File: src/rtl/fifo_mem.sv
// DEPTH x WIDTH register array for the fifo: one synchronous write port, one
// asynchronous read port, all entries cleared on reset.
module fifo_mem #(
    parameter int WIDTH = 32,
    parameter int DEPTH = 3,
    parameter int AW    = (DEPTH > 1) ? $clog2(DEPTH) : 1
) (
    input  logic             clk,
    input  logic             reset,
    input  logic             we,
    input  logic [AW-1:0]    waddr,
    input  logic [WIDTH-1:0] wdata,
    input  logic [AW-1:0]    raddr,
    output logic [WIDTH-1:0] rdata
);

    logic [DEPTH-1:0][WIDTH-1:0] mem;

    always_ff @(posedge clk or negedge reset) begin
        if (!reset) begin
            mem <= '0;
        end else if (we) begin
            mem[waddr] <= wdata;
        end
    end

    assign rdata = mem[raddr];

endmodule

File: src/rtl/fifo.sv
// Single-clock first-word-fall-through FIFO with valid/ready handshakes.
// Depth need not be a power of two; pointers wrap by explicit compare.
module fifo #(
    parameter int WIDTH = 32,
    parameter int DEPTH = 3
) (
    input  logic             clk,
    input  logic             reset,
    input  logic             w_valid,
    input  logic             r_ready,
    input  logic [WIDTH-1:0] data_in,
    output logic [WIDTH-1:0] data_out,
    output logic             fifo_full,
    output logic             fifo_empty
);

    localparam int AW = (DEPTH > 1) ? $clog2(DEPTH) : 1;
    localparam int CW = $clog2(DEPTH + 1);
    localparam logic [AW-1:0] PTR_LAST = AW'(DEPTH - 1);
    localparam logic [CW-1:0] CNT_FULL = CW'(DEPTH);

    logic [AW-1:0]    wr_ptr, rd_ptr;
    logic [CW-1:0]    count;
    logic             do_wr, do_rd;
    logic [WIDTH-1:0] rdata;

    // Flags come from the registered count only, so acceptance never
    // depends combinationally on the opposite handshake.
    assign fifo_full  = (count == CNT_FULL);
    assign fifo_empty = (count == '0);
    assign do_wr      = w_valid && !fifo_full;
    assign do_rd      = r_ready && !fifo_empty;

    always_ff @(posedge clk or negedge reset) begin
        if (!reset) begin
            wr_ptr <= '0;
            rd_ptr <= '0;
            count  <= '0;
        end else begin
            if (do_wr) wr_ptr <= (wr_ptr == PTR_LAST) ? '0 : wr_ptr + 1'b1;
            if (do_rd) rd_ptr <= (rd_ptr == PTR_LAST) ? '0 : rd_ptr + 1'b1;
            if (do_wr && !do_rd)      count <= count + 1'b1;
            else if (do_rd && !do_wr) count <= count - 1'b1;
        end
    end

    fifo_mem #(
        .WIDTH (WIDTH),
        .DEPTH (DEPTH),
        .AW    (AW)
    ) u_mem (
        .clk   (clk),
        .reset (reset),
        .we    (do_wr),
        .waddr (wr_ptr),
        .wdata (data_in),
        .raddr (rd_ptr),
        .rdata (rdata)
    );

    assign data_out = fifo_empty ? '0 : rdata;

endmodule

File: config.mk
export PLATFORM = sky130hd
export DESIGN_NAME = fifo
export DESIGN_NICKNAME = d
export VERILOG_FILES = /design/src/rtl/fifo_mem.sv /design/src/rtl/fifo.sv
export SDC_FILE = /design/constraint.sdc
export NUM_CORES = 1
export LEC_CHECK = 0
export ABC_AREA = 1
export CORE_AREA = 2 2 75 148
export CTS_CLUSTER_SIZE = 12
export DETAILED_ROUTE_END_ITERATION = 8
export DIE_AREA = 0 0 77 150
export PLACE_DENSITY_LB_ADDON = 0.05
export SLEW_MARGIN = 20
export SYNTH_ARGS = -nofsm -noshare
export SYNTH_HDL_FRONTEND = slang
export SYNTH_SLANG_ARGS = --single-unit
File: constraint.sdc
create_clock -name clk -period 1.82 [get_ports clk]
set_clock_uncertainty 0.2 [all_clocks]
set_input_delay 0.364 -clock clk [delete_from_list [all_inputs] [get_ports clk]]
set_output_delay 0.364 -clock clk [all_outputs]
set_load 0.05 [all_outputs]
## Word-level counts from Yosys, hierarchy flattened

Index checks and enable logic that the tools add are counted.

- $add $sub $neg: 4
- Magnitude comparators: 3
- Eq/ne operators: 3
- Muxes and demuxes: 10
- Reductions and logical operators: 11

Operators with widths:

| kind | number |
|---|---|
| $bwmux W96 | 1 |
| $mux W32 | 3 |
| $bmux W32 S2 | 1 |
| $demux W32 S2 | 1 |
| $mux W2 | 4 |
| $add A2 B1 Y2 const B | 3 |
| $eq A2 B2 Y1 const B | 3 |
| $lt A2 B3 Y1 const B | 2 |
| $logic_and A1 B1 Y1 | 5 |
| $logic_not A1 Y1 | 4 |
| $ge A2 B1 Y1 const B | 1 |
| $logic_not A2 Y1 | 1 |
| $reduce_bool A2 Y1 | 1 |
| $sub A2 B1 Y2 const B | 1 |

- Register bits after elaboration: 102
- Input port bits: 36
- Output and inout port bits: 34

## Logic depth before layout (Yosys ltp)

Gate-level depths: netlist of the first run.

- Word-level depth: 7
- Mapped depth: 10
- Gate-level depth less buffers: 9

## Hierarchy

Synthesis of the first run repeated with hierarchy kept, for this count alone.

- Cells, all modules: 774
- Area total of the unflattened synthesis: 5575.3 sq um

Modules (own cells, without submodules):

| module | times used | cells each | area each (sq um) | sequential area each (sq um) |
|---|---|---|---|---|
| fifo_mem | 1 | 667 | 4952.2 | 2402.3 |
| fifo | 1 | 107 | 623.1 | 150.1 |

## Least setup slack after synthesis of the first run

OpenSTA, ideal clock, no wires.

- Kind: reg-to-output
- Start point: register rd_ptr[0]
- End point: output data_out[22]
- Arrival: 1287 ps
- Path slack: -31 ps
- Cell stages (with the launch flop): 8
- Cells stage by stage: dfrtp_1 > buf_2 > nor2_4 > buf_2 > nand2_1 > nand3_1 > nand2_1 > inv_1

- Word-level cells in the longest chain between the ends: 3

RTL lines:

| what | line | text |
|---|---|---|
| from (decl) | fifo.sv:22 | `logic [AW-1:0] wr_ptr, rd_ptr;` |
| from (signal assigned) | fifo.sv:41 | `if (do_rd) rd_ptr <= (rd_ptr == PTR_LAST) ? '0 : rd_ptr + 1'b1;` |
| $bmux W32 S2 | fifo_mem.sv:27 | `assign rdata = mem[raddr];` |
| $mux W32 (not written as such) | fifo_mem.sv:27 |  |
| $mux W32 | fifo.sv:61 | `assign data_out = fifo_empty ? '0 : rdata;` |
| to (decl) | fifo.sv:12 | `output logic [WIDTH-1:0] data_out,` |

Every way passes these cells. The select of a mux whose other input is x is not followed.

## Worst setup path after layout of the first run

- Start point: register rd_ptr[1]
- End point: output data_out[17]

The elaborated chain is that of the path after synthesis.

==> summary.txt, run 1 <==
Outcome
  – Outcome: complete, but fails checks
  – Failing checks: setup timing

Clock tree
  – Buffer depth of the longest clock path: 2
  – H-tree depth: 3
  – CTS Root Cell: clkbuf_16
  – Clock Sinks: 102
  – CTS tree: built
  – Clock transition at path regs: 70 ps
  – Num CTS Buffers: 9
  – Worst-Skew Late Latency: 340 ps

GRT
  – Vias in the first global route: 4962
  – Largest net degree at the start of global routing: 34
  – Total gr overflow: 0
  – Global-route wire length before repair: 25.65 mm
  – Gr usage total: 28.95%
  – Antenna violations before repair: 0

Critical path
  – CP max stage delay: 400 ps
  – Critical Path RT: 1260 ps
  – Worst r2r src: count[1]$_DFFE_PN0P_
  – Worst-path cell chain: buf_8 > clkinv_8 > buf_12 > nand3_1 > nand3_2 > nand2_2 > clkinvlp_4 > buf_8
  – Cell family with most CP delay: buffers and inverters
  – Cell mode on critical path: buf_8
  – Crit path DAT: 1690 ps
  – Worst path bufs/invs: 5
  – CP Class: register to output pin
  – CP max stage cell: dfrtp_2
  – CP Max Fanout: 9
  – Critical path capture point type: output pin
  – Worst setup startpoint: rd_ptr[1]$_DFFE_PN0P_
  – Crit start category: register

Timing
  – Slew headroom: 74.70%
  – Slew Viols, Final: 0
  – RSZ-0062 raised after global routing: yes
  – Final WS setup: -429.2 ps
  – Fmax: 444.6 MHz
  – Worst Tran Pin Value: 379.6 ps
  – Final Cycle Share: 123.6%
  – Final setup fails: 33
  – Final Critical Period: 2249 ps
  – Final-report hold violation count: 0

Logic synthesis
  – Seq/Total Area, Yosys: 50.32%
  – Unique masters post-synth: 21
  – Synth Flop Type: dfrtp_1
  – Mapped Cells: 665
  – Syn Nets: 702
  – Synth Area per Inst: 7.628 sq um
  – Synthesis Warnings: 0
  – Fraction of registers with async set or reset after synthesis: 100.0%
  – Cell Area, Synth: 5072 sq um
  – Register bit total from synthesis: 102
  – EDFF count, synth: 0

Floorplanning
  – Die Span Y: 150 um
  – Die width: 77 um
  – Io pins: 70
  – Starting Density: 48.41%
  – Core Area: 10480 sq um
  – Die area: 11550 sq um
  – Site Rows: 53

Route
  – Total routed wirelength: 16.56 mm
  – Routed WL per cell: 18.40 um
  – DR pass1 iterations: 5
  – DR vias: 4906
  – Initial drt markers: 440
  – Routed Antenna Nets: 0
  – DRC Markers: 0
  – Vias per cell: 5.451

Final layout
  – Antenna Diode Count: 0
  – Layout area overhead: 50.27%
  – Design area: 7622 sq um
  – Most frequent cells in the layout: nand2_1 (244), dfrtp_1 (101), nand3_1 (84), nand2_2 (45), nand3_2 (44)
  – Most common cell after layout, fill and taps aside: nand2_1
  – Nets: 795
  – Share of cells above drive strength 1: 33.29%

Place
  – Placed Area: 6180 sq um
  – RD Place Congestion: 0.7889
  – Port Buffers: 69
  – DP HPWL: 9.585 mm
  – Pre-CTS WS: -98.84 ps

Min path
  – Worst Hold Class: input pin to async pin

Pwr
  – Power Density: 2242 nW/um^2
  – Leakage: 0.003744 uW
  – Peak VDD IR: 1.461 mV

Job
  – Max Cap Viol: 0
-- where the power goes --
group	switching [uW]	total [uW]	internal [uW]
Clock	868	2350	1480
Combinational	6360	10700	4320
Sequential	732	4060	3330
-- synth_stat cells (2+ instances only) --
cell | n | area (sq um)
buf_6 | 5 | 56.30
inv_1 | 41 | 153.9
o21ai_0 | 29 | 145.1
o21ai_1 | 6 | 30.03
nand2_2 | 2 | 12.51
nor2_4 | 4 | 45.04
nand3_1 | 130 | 650.6
buf_2 | 30 | 150.1
nand2_1 | 299 | 1122
clkbuf_2 | 2 | 10.01
dfrtp_1 | 102 | 2552
buf_4 | 6 | 45.04
-- stage by stage --
step | power, uW | util (%) | cells | setup TNS [ps] | hold slack, ps
2_1_floorplan | 9237 | - | 665 | 0 | -131.6
3_3_place_gp | 11600 | 58.98 | 866 | -5597 | 102.8
3_5_place_dp | 11780 | 58.98 | 866 | -6979 | 107.7
4_1_cts | 16350 | 69.69 | 896 | -11650 | 273.8
5_1_grt | 17930 | 72.75 | 900 | -14390 | 280.8
6_report | 17090 | 72.75 | 900 | -12290 | 271.5
-- routing by layer --
layer | GRT usage, % | routed length [um] | up-vias
met5 | 0 | 0 | -
met4 | 14.29 | 659 | 0
met3 | 4.222 | 779 | 43
met2 | 52.63 | 9091 | 177
met1 | 32.83 | 6031 | 2399
li1 | - | - | 2287
-- state kept, by name (all words and copies together), names as in the netlist --
name       count
u_mem.mem     96
wr_ptr         2
rd_ptr         2
count          2
-- worst paths after layout --
| check | end | slack (ps) | cells past startpoint |
|---|---|---|---|
| setup / recovery | data_out[17] | -430 | 8 |
| hold / removal | u_mem.mem[36]$_DFFE_PN0P_ | 270 | 2 |
| setup reg to reg | count[1]$_DFFE_PN0P_ | 80 | 9 |
| hold reg to reg | u_mem.mem[57]$_DFFE_PN0P_ | 270 | 2 |
| max in group asynchronous | u_mem.mem[12]$_DFFE_PN0P_ | 640 | 3 |
| min in group clk | u_mem.mem[57]$_DFFE_PN0P_ | 270 | 2 |
-- area by class of cell --
class / instances / area, sq um
fillers: 823 / 2855
flip-flops and latches: 102 / 2554
multi-input cells: 476 / 2529
repair buffers: 126 / 1698
inverters: 43 / 307.8
clock buffers: 10 / 229.0
well taps: 137 / 171.4
clock inverters: 6 / 133.9
-- timing repair --
item / CTS / global route
endpoints found under the setup margin: 35 / 34
resized for setup: 154 / 59
hold buffers: 1 / 0
hold endpoints to repair: 19 / 0
setup buffers: 7 / 2
gates cloned: 6 / 3
pin swaps: 5 / 14
-- cell families after synthesis --
family | share of synthesized area, %
DFF | 50.32
adders and majority gates | 0.2466
buffers and inverters | 8.732
AOI/OAI and AO/OA | 3.453
xor gates and xnor gates | 0.1727
and+or+nand+nor | 37.07
(Power assumes the default switching activity.)
==> run 2, diff against run 1 <==
CORE_AREA = 4 4 77 150   (was 2 2 75 148)
DIE_AREA = 0 0 81 154   (was 0 0 77 150)
==> summary.txt, run 2 (synthesis gave the netlist of run 1 again) <==
Clock tree
  – H-tree depth: 3
  – Clock transition at path regs: 70 ps
  – Clock Sinks: 102
  – CTS Root Cell: clkbuf_16
  – Num CTS Buffers: 9
  – Buffer depth of the longest clock path: 2
  – Worst-Skew Late Latency: 340 ps
  – CTS tree: built

Final layout
  – Design area: 7326 sq um
  – Biggest register: u_mem.mem
  – Post-layout util: 69.92%
  – Nets: 794
  – Most common cell after layout, fill and taps aside: nand2_1
  – Most frequent cells in the layout: nand2_1 (242), nand3_1 (102), dfrtp_1 (100), nand2_2 (52), clkdlybuf4s50_1 (34)
  – Layout area overhead: 44.43%
  – Antenna Diode Count: 0
  – Share of cells above drive strength 1: 32.02%
  – Finished Layout Cells: 899
  – Max reg flops: 96

Timing
  – Final WS setup: -391.6 ps
  – Worst Tran Pin Value: 356.7 ps
  – Slew Viols, Final: 0
  – Final Critical Period: 2212 ps
  – RSZ-0062 raised after global routing: yes
  – Final Cycle Share: 121.5%
  – Slew headroom: 76.22%
  – Final-report hold violation count: 0
  – Final setup fails: 33
  – Fmax: 452.2 MHz

Critical path
  – Critical Path RT: 1260 ps
  – CP Max Fanout: 6
  – Worst r2r src: count[0]$_DFFE_PN0P_
  – CP Class: register to output pin
  – Crit start category: register
  – Crit path DAT: 1650 ps
  – Critical path capture point type: output pin
  – Worst setup startpoint: rd_ptr[0]$_DFFE_PN0P_

Route
  – Vias per cell: 5.417
  – Routed Antenna Nets: 0
  – DR pass1 iterations: 4
  – Routed WL per cell: 17.45 um
  – Initial drt markers: 287
  – Total routed wirelength: 15.69 mm
  – DR vias: 4870
  – DRC Markers: 0

Place
  – RD Place Congestion: 0.8859
  – Inst Count DP: 870
  – Placed Area: 6185 sq um
  – DP HPWL: 9.797 mm
  – Port Buffers: 69

Job
  – Max Cap Viol: 0

GRT
  – Gr usage total: 25.49%
  – Global-route wire length before repair: 24.27 mm
  – Total gr overflow: 0
  – Largest net degree at the start of global routing: 39
  – Antenna violations before repair: 0
  – Vias in the first global route: 4775

Floorplanning
  – Die Span Y: 154 um
  – Core Area: 10480 sq um
  – Io pins: 70
  – Site Rows: 53
  – Die width: 81 um
  – Die area: 12470 sq um
  – Starting Density: 48.41%

Outcome
  – Failing checks: setup timing
  – Outcome: complete, but fails checks

Pwr
  – Power Density: 2203 nW/um^2
  – Leakage: 0.003595 uW
  – Peak VDD IR: 1.547 mV
  – Pwr Total: 16140 uW

Min path
  – Worst Hold Class: input pin to async pin
-- run 2: cell types whose count changed in the layout (fill, tap and decap cells not counted), moves of 5 or more --
| cell | change |
|---|---|
| nand2_4 | -5 |
| buf_4 | +9 |
| nand2_2 | +7 |
| nand3_2 | -17 |
| nand3_1 | +18 |
-- run 2: through the flow --
step / setup TNS, ps / setup slack, ps / hold slack [ps]
final: -11720 / -391.6 / 266.8
after global routing: -13920 / -455.3 / 291.9
after CTS: -11540 / -415.0 / 275.4
after detailed placement: -5892 / -87.47 / 94.57
after global placement: -3826 / -76.81 / 97.22
after floorplan: 0 / 50.37 / -131.6
-- run 2: layer usage --
layer  part of all wire [%]  GRT usage, %  wire length (um)
met5                      0             0                 0
met2                     54         45.08              8518
met4                    2.9         8.864               457
met3                    4.5         4.338               701
met1                     38         30.36              6014
-- run 2: final timing paths --
path,cells after the start,endpoint,slack (ps)
max,8,data_out[3],-390
max in group asynchronous,3,u_mem.mem[81]$_DFFE_PN0P_,610
max reg2reg,10,count[1]$_DFFE_PN0P_,100
min reg2reg,2,u_mem.mem[39]$_DFFE_PN0P_,280
min in group clk,2,u_mem.mem[39]$_DFFE_PN0P_,280
min,2,u_mem.mem[7]$_DFFE_PN0P_,270
-- run 2: layout make-up --
| type | instances | area (sq um) |
|---|---|---|
| clock inverters | 7 | 78.83 |
| inverters | 43 | 297.8 |
| fillers | 894 | 3152 |
| multi-input cells | 476 | 2424 |
| repair buffers | 125 | 1574 |
| flip-flops and latches | 102 | 2555 |
| clock buffers | 9 | 225.2 |
| well taps | 137 | 171.4 |
-- run 2: what timing repair did --
item / 4_1_cts / 5_1_grt
hold buffers: 1 / 0
pin swaps: 2 / 8
gates resized for setup: 66 / 112
setup endpoints to repair: 34 / 35
cloned: 2 / 4
buffers inserted: 3 / 5
endpoints found under the hold margin: 20 / 0
-- run 2: worst max-delay path: stages (launching register included) --
cell and delay (ps):
dfrtp_2 460, nor2_4 140, buf_12 150, clkbuf_16 160, nand2_2 50, nand3_2 60, nand2_2 80, clkinvlp_4 80
buf_8 130
-- run 2: power by group --
| group | switching [uW] | leakage (uW) | internal [uW] |
|---|---|---|---|
| sequential | 668 | 0.00127 | 3330 |
| clock | 891 | 0.000151 | 1080 |
| combinational | 6110 | 0.00217 | 4060 |
